**src/rtl/lab3_pkg.sv**
```systemverilog
// ============================================================================
// Module   : lab3_pkg
// Brief    : Shared types, keymap and column-drive helper for the keypad scanner.
// Revision : 1.0
// ============================================================================
`default_nettype none

package lab3_pkg;

  typedef enum logic [2:0] {
    S_SCAN     = 3'd0,
    S_DEBOUNCE = 3'd1,
    S_EMIT     = 3'd2,
    S_HELD     = 3'd3,
    S_RELEASE  = 3'd4
  } state_t;

  // Indexed [row][col]
  localparam logic [3:0] KEYMAP [0:3][0:3] = '{
    '{4'h1, 4'h2, 4'h3, 4'hA},
    '{4'h4, 4'h5, 4'h6, 4'hB},
    '{4'h7, 4'h8, 4'h9, 4'hC},
    '{4'hE, 4'h0, 4'hF, 4'hD}
  };

  function automatic logic [3:0] col_drive(input logic [1:0] col);
    logic [3:0] v;
    v      = 4'b1111;
    v[col] = 1'b0;
    return v;
  endfunction

endpackage

`default_nettype wire

```
**src/rtl/lab3_sync.sv**
```systemverilog
// ============================================================================
// Module   : lab3_sync
// Brief    : Parameterised-width two-flop synchroniser, resets to all-ones.
// Revision : 1.0
// ============================================================================
`default_nettype none

module lab3_sync #(
  parameter int WIDTH = 4
) (
  input  logic             clk,
  input  logic             reset,
  input  logic [WIDTH-1:0] i_d,
  output logic [WIDTH-1:0] o_q
);

  logic [WIDTH-1:0] r_meta;
  logic [WIDTH-1:0] r_sync;

  always_ff @(posedge clk or negedge reset) begin
    if (!reset) begin
      r_meta <= '1;
      r_sync <= '1;
    end else begin
      r_meta <= i_d;
      r_sync <= r_meta;
    end
  end

  assign o_q = r_sync;

endmodule

`default_nettype wire

```
**src/rtl/lab3_keypad_scanner.sv**
```systemverilog
// ============================================================================
// Module   : lab3_keypad_scanner
// Brief    : 4x4 keypad scanner with debounce; one code + strobe per press.
// Revision : 1.0
// ============================================================================
`default_nettype none

module lab3_keypad_scanner
  import lab3_pkg::*;
#(
  parameter int SCAN_DIV        = 2400,
  parameter int DEBOUNCE_CYCLES = 240000
) (
  input  logic       clk,
  input  logic       reset,
  input  logic [3:0] rows,
  output logic [3:0] cols,
  output logic [3:0] key_code,
  output logic       key_valid
);

  localparam int c_cnt_max = (SCAN_DIV > DEBOUNCE_CYCLES) ? SCAN_DIV : DEBOUNCE_CYCLES;
  localparam int c_cnt_w   = $clog2(c_cnt_max) + 1;
  localparam logic [c_cnt_w-1:0] c_scan_last = c_cnt_w'(SCAN_DIV - 1);
  localparam logic [c_cnt_w-1:0] c_deb_last  = c_cnt_w'(DEBOUNCE_CYCLES - 1);

  state_t               r_state, w_state_nxt;
  logic [1:0]           r_col, w_col_nxt;
  logic [1:0]           r_row, w_row_nxt;
  logic [c_cnt_w-1:0]   r_cnt, w_cnt_nxt;
  logic [3:0]           r_cols;
  logic [3:0]           r_key_code;
  logic                 r_key_valid;
  logic [3:0]           w_rs;
  logic                 w_row_bit;
  logic [1:0]           w_low_row;
  logic                 w_emit;

  lab3_sync #(.WIDTH(4)) u_row_sync (
    .clk   (clk),
    .reset (reset),
    .i_d   (rows),
    .o_q   (w_rs)
  );

  assign w_row_bit = w_rs[r_row];

  // Lowest-index low row wins when several are pressed on one column
  always_comb begin
    w_low_row = 2'd0;
    for (int i = 3; i >= 0; i--) begin
      if (!w_rs[i]) w_low_row = 2'(i);
    end
  end

  always_comb begin
    w_state_nxt = r_state;
    w_col_nxt   = r_col;
    w_row_nxt   = r_row;
    w_cnt_nxt   = r_cnt;
    w_emit      = 1'b0;
    case (r_state)
      S_SCAN: begin
        if (r_cnt >= c_scan_last) begin
          w_cnt_nxt = '0;
          if (w_rs == 4'hF) begin
            w_col_nxt = r_col + 2'd1;
          end else begin
            w_row_nxt   = w_low_row;
            w_state_nxt = S_DEBOUNCE;
          end
        end else begin
          w_cnt_nxt = r_cnt + 1'b1;
        end
      end
      S_DEBOUNCE: begin
        if (w_row_bit) begin
          w_cnt_nxt   = '0;
          w_col_nxt   = r_col + 2'd1;
          w_state_nxt = S_SCAN;
        end else if (r_cnt >= c_deb_last) begin
          w_cnt_nxt   = '0;
          w_emit      = 1'b1;
          w_state_nxt = S_EMIT;
        end else begin
          w_cnt_nxt = r_cnt + 1'b1;
        end
      end
      S_EMIT: begin
        w_state_nxt = S_HELD;
      end
      S_HELD: begin
        // The cycle that first sees the row high already counts towards release
        if (w_row_bit) begin
          w_cnt_nxt   = c_cnt_w'(1);
          w_state_nxt = S_RELEASE;
        end
      end
      S_RELEASE: begin
        if (!w_row_bit) begin
          w_cnt_nxt   = '0;
          w_state_nxt = S_HELD;
        end else if (r_cnt >= c_deb_last) begin
          w_cnt_nxt   = '0;
          w_col_nxt   = r_col + 2'd1;
          w_state_nxt = S_SCAN;
        end else begin
          w_cnt_nxt = r_cnt + 1'b1;
        end
      end
      default: begin
        w_cnt_nxt   = '0;
        w_col_nxt   = 2'd0;
        w_state_nxt = S_SCAN;
      end
    endcase
  end

  always_ff @(posedge clk or negedge reset) begin
    if (!reset) begin
      r_state     <= S_SCAN;
      r_col       <= 2'd0;
      r_row       <= 2'd0;
      r_cnt       <= '0;
      r_cols      <= 4'b1110;
      r_key_code  <= 4'h0;
      r_key_valid <= 1'b0;
    end else begin
      r_state     <= w_state_nxt;
      r_col       <= w_col_nxt;
      r_row       <= w_row_nxt;
      r_cnt       <= w_cnt_nxt;
      r_cols      <= col_drive(w_col_nxt);
      r_key_valid <= w_emit;
      if (w_emit) r_key_code <= KEYMAP[r_row][r_col];
    end
  end

  assign cols      = r_cols;
  assign key_code  = r_key_code;
  assign key_valid = r_key_valid;

endmodule

`default_nettype wire

```
**config.mk**
```make
export PLATFORM = sky130hd
export DESIGN_NAME = lab3_keypad_scanner
export DESIGN_NICKNAME = d
export VERILOG_FILES = /design/src/rtl/lab3_pkg.sv /design/src/rtl/lab3_sync.sv /design/src/rtl/lab3_keypad_scanner.sv
export SDC_FILE = /design/constraint.sdc
export NUM_CORES = 1
export LEC_CHECK = 0
export CELL_PAD_IN_SITES_DETAIL_PLACEMENT = 0
export CELL_PAD_IN_SITES_GLOBAL_PLACEMENT = 1
export CORE_UTILIZATION = 41
export DETAILED_ROUTE_END_ITERATION = 6
export GPL_TIMING_DRIVEN = 1
export PLACE_DENSITY = 0.72
export SYNTH_ARGS = -nofsm -noshare
export SYNTH_HDL_FRONTEND = slang
export SYNTH_SLANG_ARGS = --single-unit
```
**constraint.sdc**
```tcl
create_clock -name clk -period 2.74 [get_ports clk]
set_clock_uncertainty 0.2 [all_clocks]
set_input_delay 0.548 -clock clk [delete_from_list [all_inputs] [get_ports clk]]
set_output_delay 0.548 -clock clk [all_outputs]
set_load 0.03 [all_outputs]
```
[Word level (Yosys, flattened, before mapping)]
Index checks and enable logic that the tools add are counted.
Operators by class
  order comparisons: 7
  bitwise logic cells: 5
  reductions and logical operators: 6
  equal/unequal tests: 10
  add/subtract/negate cells: 2
  multiplexer cells: 37
Operator list (number)
  two-way mux 19 bit: 5
  one-hot mux 19 bit (5 select lines): 1
  binary-select mux 16 bit (select 2 bit): 1
  two-way mux 16 bit: 2
  two-way mux 3 bit: 7
  adder 19 x 1 -> 19 bit, second input constant: 1
  greater-or-equal comparator 19 x 12 -> 1 bit, second input constant: 1
  greater-or-equal comparator 19 x 18 -> 1 bit, second input constant: 1
  two-way mux 2 bit: 9
  one-hot mux 3 bit (5 select lines): 1
  binary-select mux 4 bit (select 2 bit): 1
  two-way mux 4 bit: 2
  one-hot mux 2 bit (4 select lines): 1
  equality test 3 x 2 -> 1 bit, second input constant: 2
  greater-or-equal comparator 3 bit, second input constant: 2
  less-than comparator 2 x 3 -> 1 bit, second input constant: 2
  != test 2 bit, second input constant: 3
  != test 3 bit, second input constant: 2
  NOT 2 -> 3 bit: 2
  two-way mux 1 bit: 5
  AND reduction 5 bit: 1
  equality test 4 bit, second input constant: 1
  NOT 4 bit: 1
  equality test 3 x 1 -> 1 bit, second input constant: 1
  other kinds (11): 12
Storage, ports and cells
  output and inout port bits: 9
  word-level logic and storage cells: 76
  bits of input ports: 6
  register bits after elaboration: 43

[Logic depth before layout (Yosys ltp)]
  word-level depth: 9
  gate-level depth with buffers: 10
  depth with buffers taken out: 8

[Hierarchy]
Synthesis repeated with hierarchy kept, for this count alone.
Second synthesis, totals
  cells, all modules: 238
  area total of the unflattened synthesis: 2243.4 µm²
Modules (own cells, without submodules)
  lab3_keypad_scanner: sequential area each 879.6 µm², area each 2033.2 µm², cells an instance 230, times used 1
  lab3_sync: sequential area each 210.2 µm², area each 210.2 µm², cells an instance 8, times used 1

[Worst setup path before layout]
Ideal clock, no wire load.
  kind: flip-flop to flip-flop
  from: reg r_cnt[0]
  to: reg r_key_code[2] (netlist: key_code[2])
  required time: 2.415 ns
  arrival time: 2.252 ns
  buffers on the path: 1
  library setup time: 0.125 ns
  path slack: 0.163 ns
  clock period less this slack: 2.577 ns
  cell stages (with the launch flop): 9
  cell sequence: dfrtp_1 ha_1 nand3_2 nor4_2 a211oi_2 or2_4 or4_1 buf_2 mux2_4
Between the ends
  cells in the longest elaborated chain, start to end: 4
RTL lines
  from (decl): RTL line lab3_keypad_scanner.sv:30  | logic [c_cnt_w-1:0] r_cnt, w_cnt_nxt;
  from (signal assigned): RTL line lab3_keypad_scanner.sv:132  | r_cnt <= w_cnt_nxt;
  greater-or-equal comparator 19 x 18 -> 1 bit: RTL line lab3_keypad_scanner.sv:81  | end else if (r_cnt >= c_deb_last) begin
  two-way mux 1 bit: RTL line lab3_keypad_scanner.sv:81
  two-way mux 1 bit: RTL line lab3_keypad_scanner.sv:77  | if (w_row_bit) begin
  two-way mux 1 bit: RTL line lab3_keypad_scanner.sv:62  | case (r_state)
  to (signal assigned): RTL line lab3_keypad_scanner.sv:135  | if (w_emit) r_key_code <= KEYMAP[r_row][r_col];
  to (decl): RTL line lab3_keypad_scanner.sv:32  | logic [3:0] r_key_code;
Every way passes these cells.
A chain may end at the register's enable or synchronous reset.

[Final worst setup path]
Ends and elaborated chain as after synthesis.

==> qor.csv <==
metric,value,unit
synth_edf_count,0,
port_buffers,14,
required,2.74,ns
drt_wl_total,5.32,mm
via_per_inst,5.59,
dieArea,6170,µm²
ctsHoldBuffers,0,
ys_async_sr_fraction,100,%
cts_root_buffer,clkbuf_8,
synth_cell_types,57,
initial_utilization,43.1,%
io_pins,15,
crit_family,simple AND/OR/NAND/NOR gates,
syn_area,2400,µm²
design.core.area,5570,µm²
power,0.00127,W
grt_pass1_vias,1892,
netlist_top_cells_area,"dfrtp_1, dfstp_2, nand2_1",
top_layer,met4,
layout_commonest_cell,nand2_1,
cp_cell_sequence,"ha_1, nand3_2, nor4_2, a211oi_2, or2_4, or4_4, mux2_4",
grt_overflow_total,0,
vdd.ir_drop.worst,0.000204,V
insertion_delay,0.30,ns
synth_warnings,0,
maxSlewViolCount,0,
rows,27,
syn2layout_area_growth,20.2,%
setup-tns-final,0,ns
die_y,78.5,µm
dp_slack,0.0651,ns
route.detailed.drc,0,
tightestPinTransition,0.842,ns
grt_max_degree,38,
synth_seq_area_share,45.4,%
routed-wl-met3,180,µm
grt_pass1_wl,9.27,mm
diodes,0,
cts.sinks,43,
synth_seq_cells,43,
nNetsFinal,296,
hold_viol,0,
timing.fmax,387,MHz
place_area,2740,µm²
antenna_found_initial,0,
end_kind,flop,
cp_slowest_cell,or4_4,
cts-buffers-inserted,5,
grtUsageTotal,19.3,%
cap_violations,0,
rsz0062_at_grt,no,
drive_above_1_share,22.1,%
r2r-start,r_cnt[0],
met1Wirelength,2.77,mm
dp_hpwl,3.73,mm
crit_buf_inv,0,
slowest_delay,0.55,ns
first_pass_iters,4,
syn_nets,267,
min_path_type,in -> async,
outcome,"finished, final reports clean",
synth_top_area_cell,dfrtp_1,
drtIter0Drc,167,
relSlewSlack,43.9,%
yosysTopAreaCellShare,33.4,%
die_w,78.5,µm
ant_nets,0,
holdWs,0.149,ns
h-tree-depth,2,
fin_area,2890,µm²
setup_slack,0.153,ns
synth_area_per_cell,9.23,µm²
clock_path_buffers,2,
cts_tree,yes,
place_congestion,0.834,
syn_inst,260,
path_clk_slew,0.09,ns
fin_crit,2.59,ns
synthFlopType,dfrtp_1,
start_kind,flop,
reg2reg_to,key_code[2],
cp_max_fo,8,
rrSetupSlack,0.15,ns
fin_crit_sh,94.4,%
final_cell_mix,"nand2_1, dfrtp_1, buf_4",
finalSetupViolCount,0,
reg2reg_depth,7,
worstPathArrival,2.58,ns
wl_per_cell,14.7,µm
critPathKind,reg -> reg,
vias,2023,
powerDensity,440,nW/µm²
leakage,1.22,nW
wl_met2,2.29,mm
==> how the worst max path moves through the flow <==
stage,from,endpoint,slack (ns),cells past startpoint
after floorplan,r_cnt[0],key_code[2],0.16,8
after global placement,r_cnt[0],key_code[2],0.10,7
after detailed placement,r_cnt[0],key_code[2],0.07,7
after CTS,r_cnt[0],key_code[2],0.05,7
after global routing,r_cnt[12],r_cnt[12],0.01,8
final,r_cnt[0],key_code[2],0.15,7
==> report_power, final <==
group,total [W],internal [W],switching (W)
clock network,0.000595,0.000365,0.000230
logic,0.0000268,0.0000101,0.0000167
registers,0.000649,0.000645,0.00000371
==> layout make-up <==
type,count,area (µm²)
sequential,43,1090
timing repair buffer,41,338
tap,72,90.1
clock inverter,2,60.1
inverter,6,22.5
clock buffer,6,72.6
fill,512,2690
multi-input combinational,192,1210
==> synth_stat cells, types with 3 or more instances <==
master and number:
nand2b_1 4, and2_1 6, a21oi_1 15, nand3_1 17
nor2b_1 6, a22oi_1 3, clkbuf_1 10, nor4_1 5
o21ai_1 5, o21ai_0 4, dfrtp_1 32, mux2i_1 3
o311ai_1 5, nand3b_1 3, a21o_1 3, nor2_1 12
or3_1 3, nor3_1 7, o22ai_1 4, nand4_1 6
dfstp_2 11, o311ai_2 4, buf_2 6, and3_1 3
inv_1 6, nand2_1 39
==> layer usage <==
metal | vias up | track usage (%)
li1 | 1006 | -
met4 | 0 | 6.85
met2 | 34 | 27.7
met1 | 976 | 28.4
met5 | - | 0
met3 | 7 | 3.84
==> sequential cells by signal, summed over array words and instances (netlist names) <==
name,cells
cols,4
key_code,4
key_valid,1
r_cnt,19
r_col,2
r_row,2
r_state,3
u_row_sync.o_q,4
u_row_sync.r_meta,4
==> repair_timing <==
item	CTS	global route
setup buffers	0	0
endpoints found under the hold margin	0	0
setup endpoints to repair	0	10
gates resized for setup	0	4
==> worst register-to-register path: cells and delay by family (launching register included) <==
kind                     cells  cell delay [ns]
flip-flops                   1             0.36
multiplexers                 1             0.32
adder cells (fa/ha/maj)      1             0.21
AO/OA/AOI/OAI                1             0.10
AND/OR/NAND/NOR              4             1.29
==> cell families after synthesis <==
kind of cell               after synthesis  share of synthesized area, %
AOI/OAI and AO/OA                       62                          19.2
xor gates and xnor gates                 3                          1.09
adders and majority gates                1                         0.521
buffers and inverters                   25                          4.64
DFF                                     43                          45.4
muxes                                    6                          3.28
and+or+nand+nor                        120                          25.8
==> through the flow <==
stage	std cells	utilization (%)
2_1_floorplan	260	-
3_3_place_gp	354	49.2
3_5_place_dp	354	49.2
4_1_cts	362	51.5
5_1_grt	362	51.8
6_report	362	51.8
(Power assumes the default switching activity.)
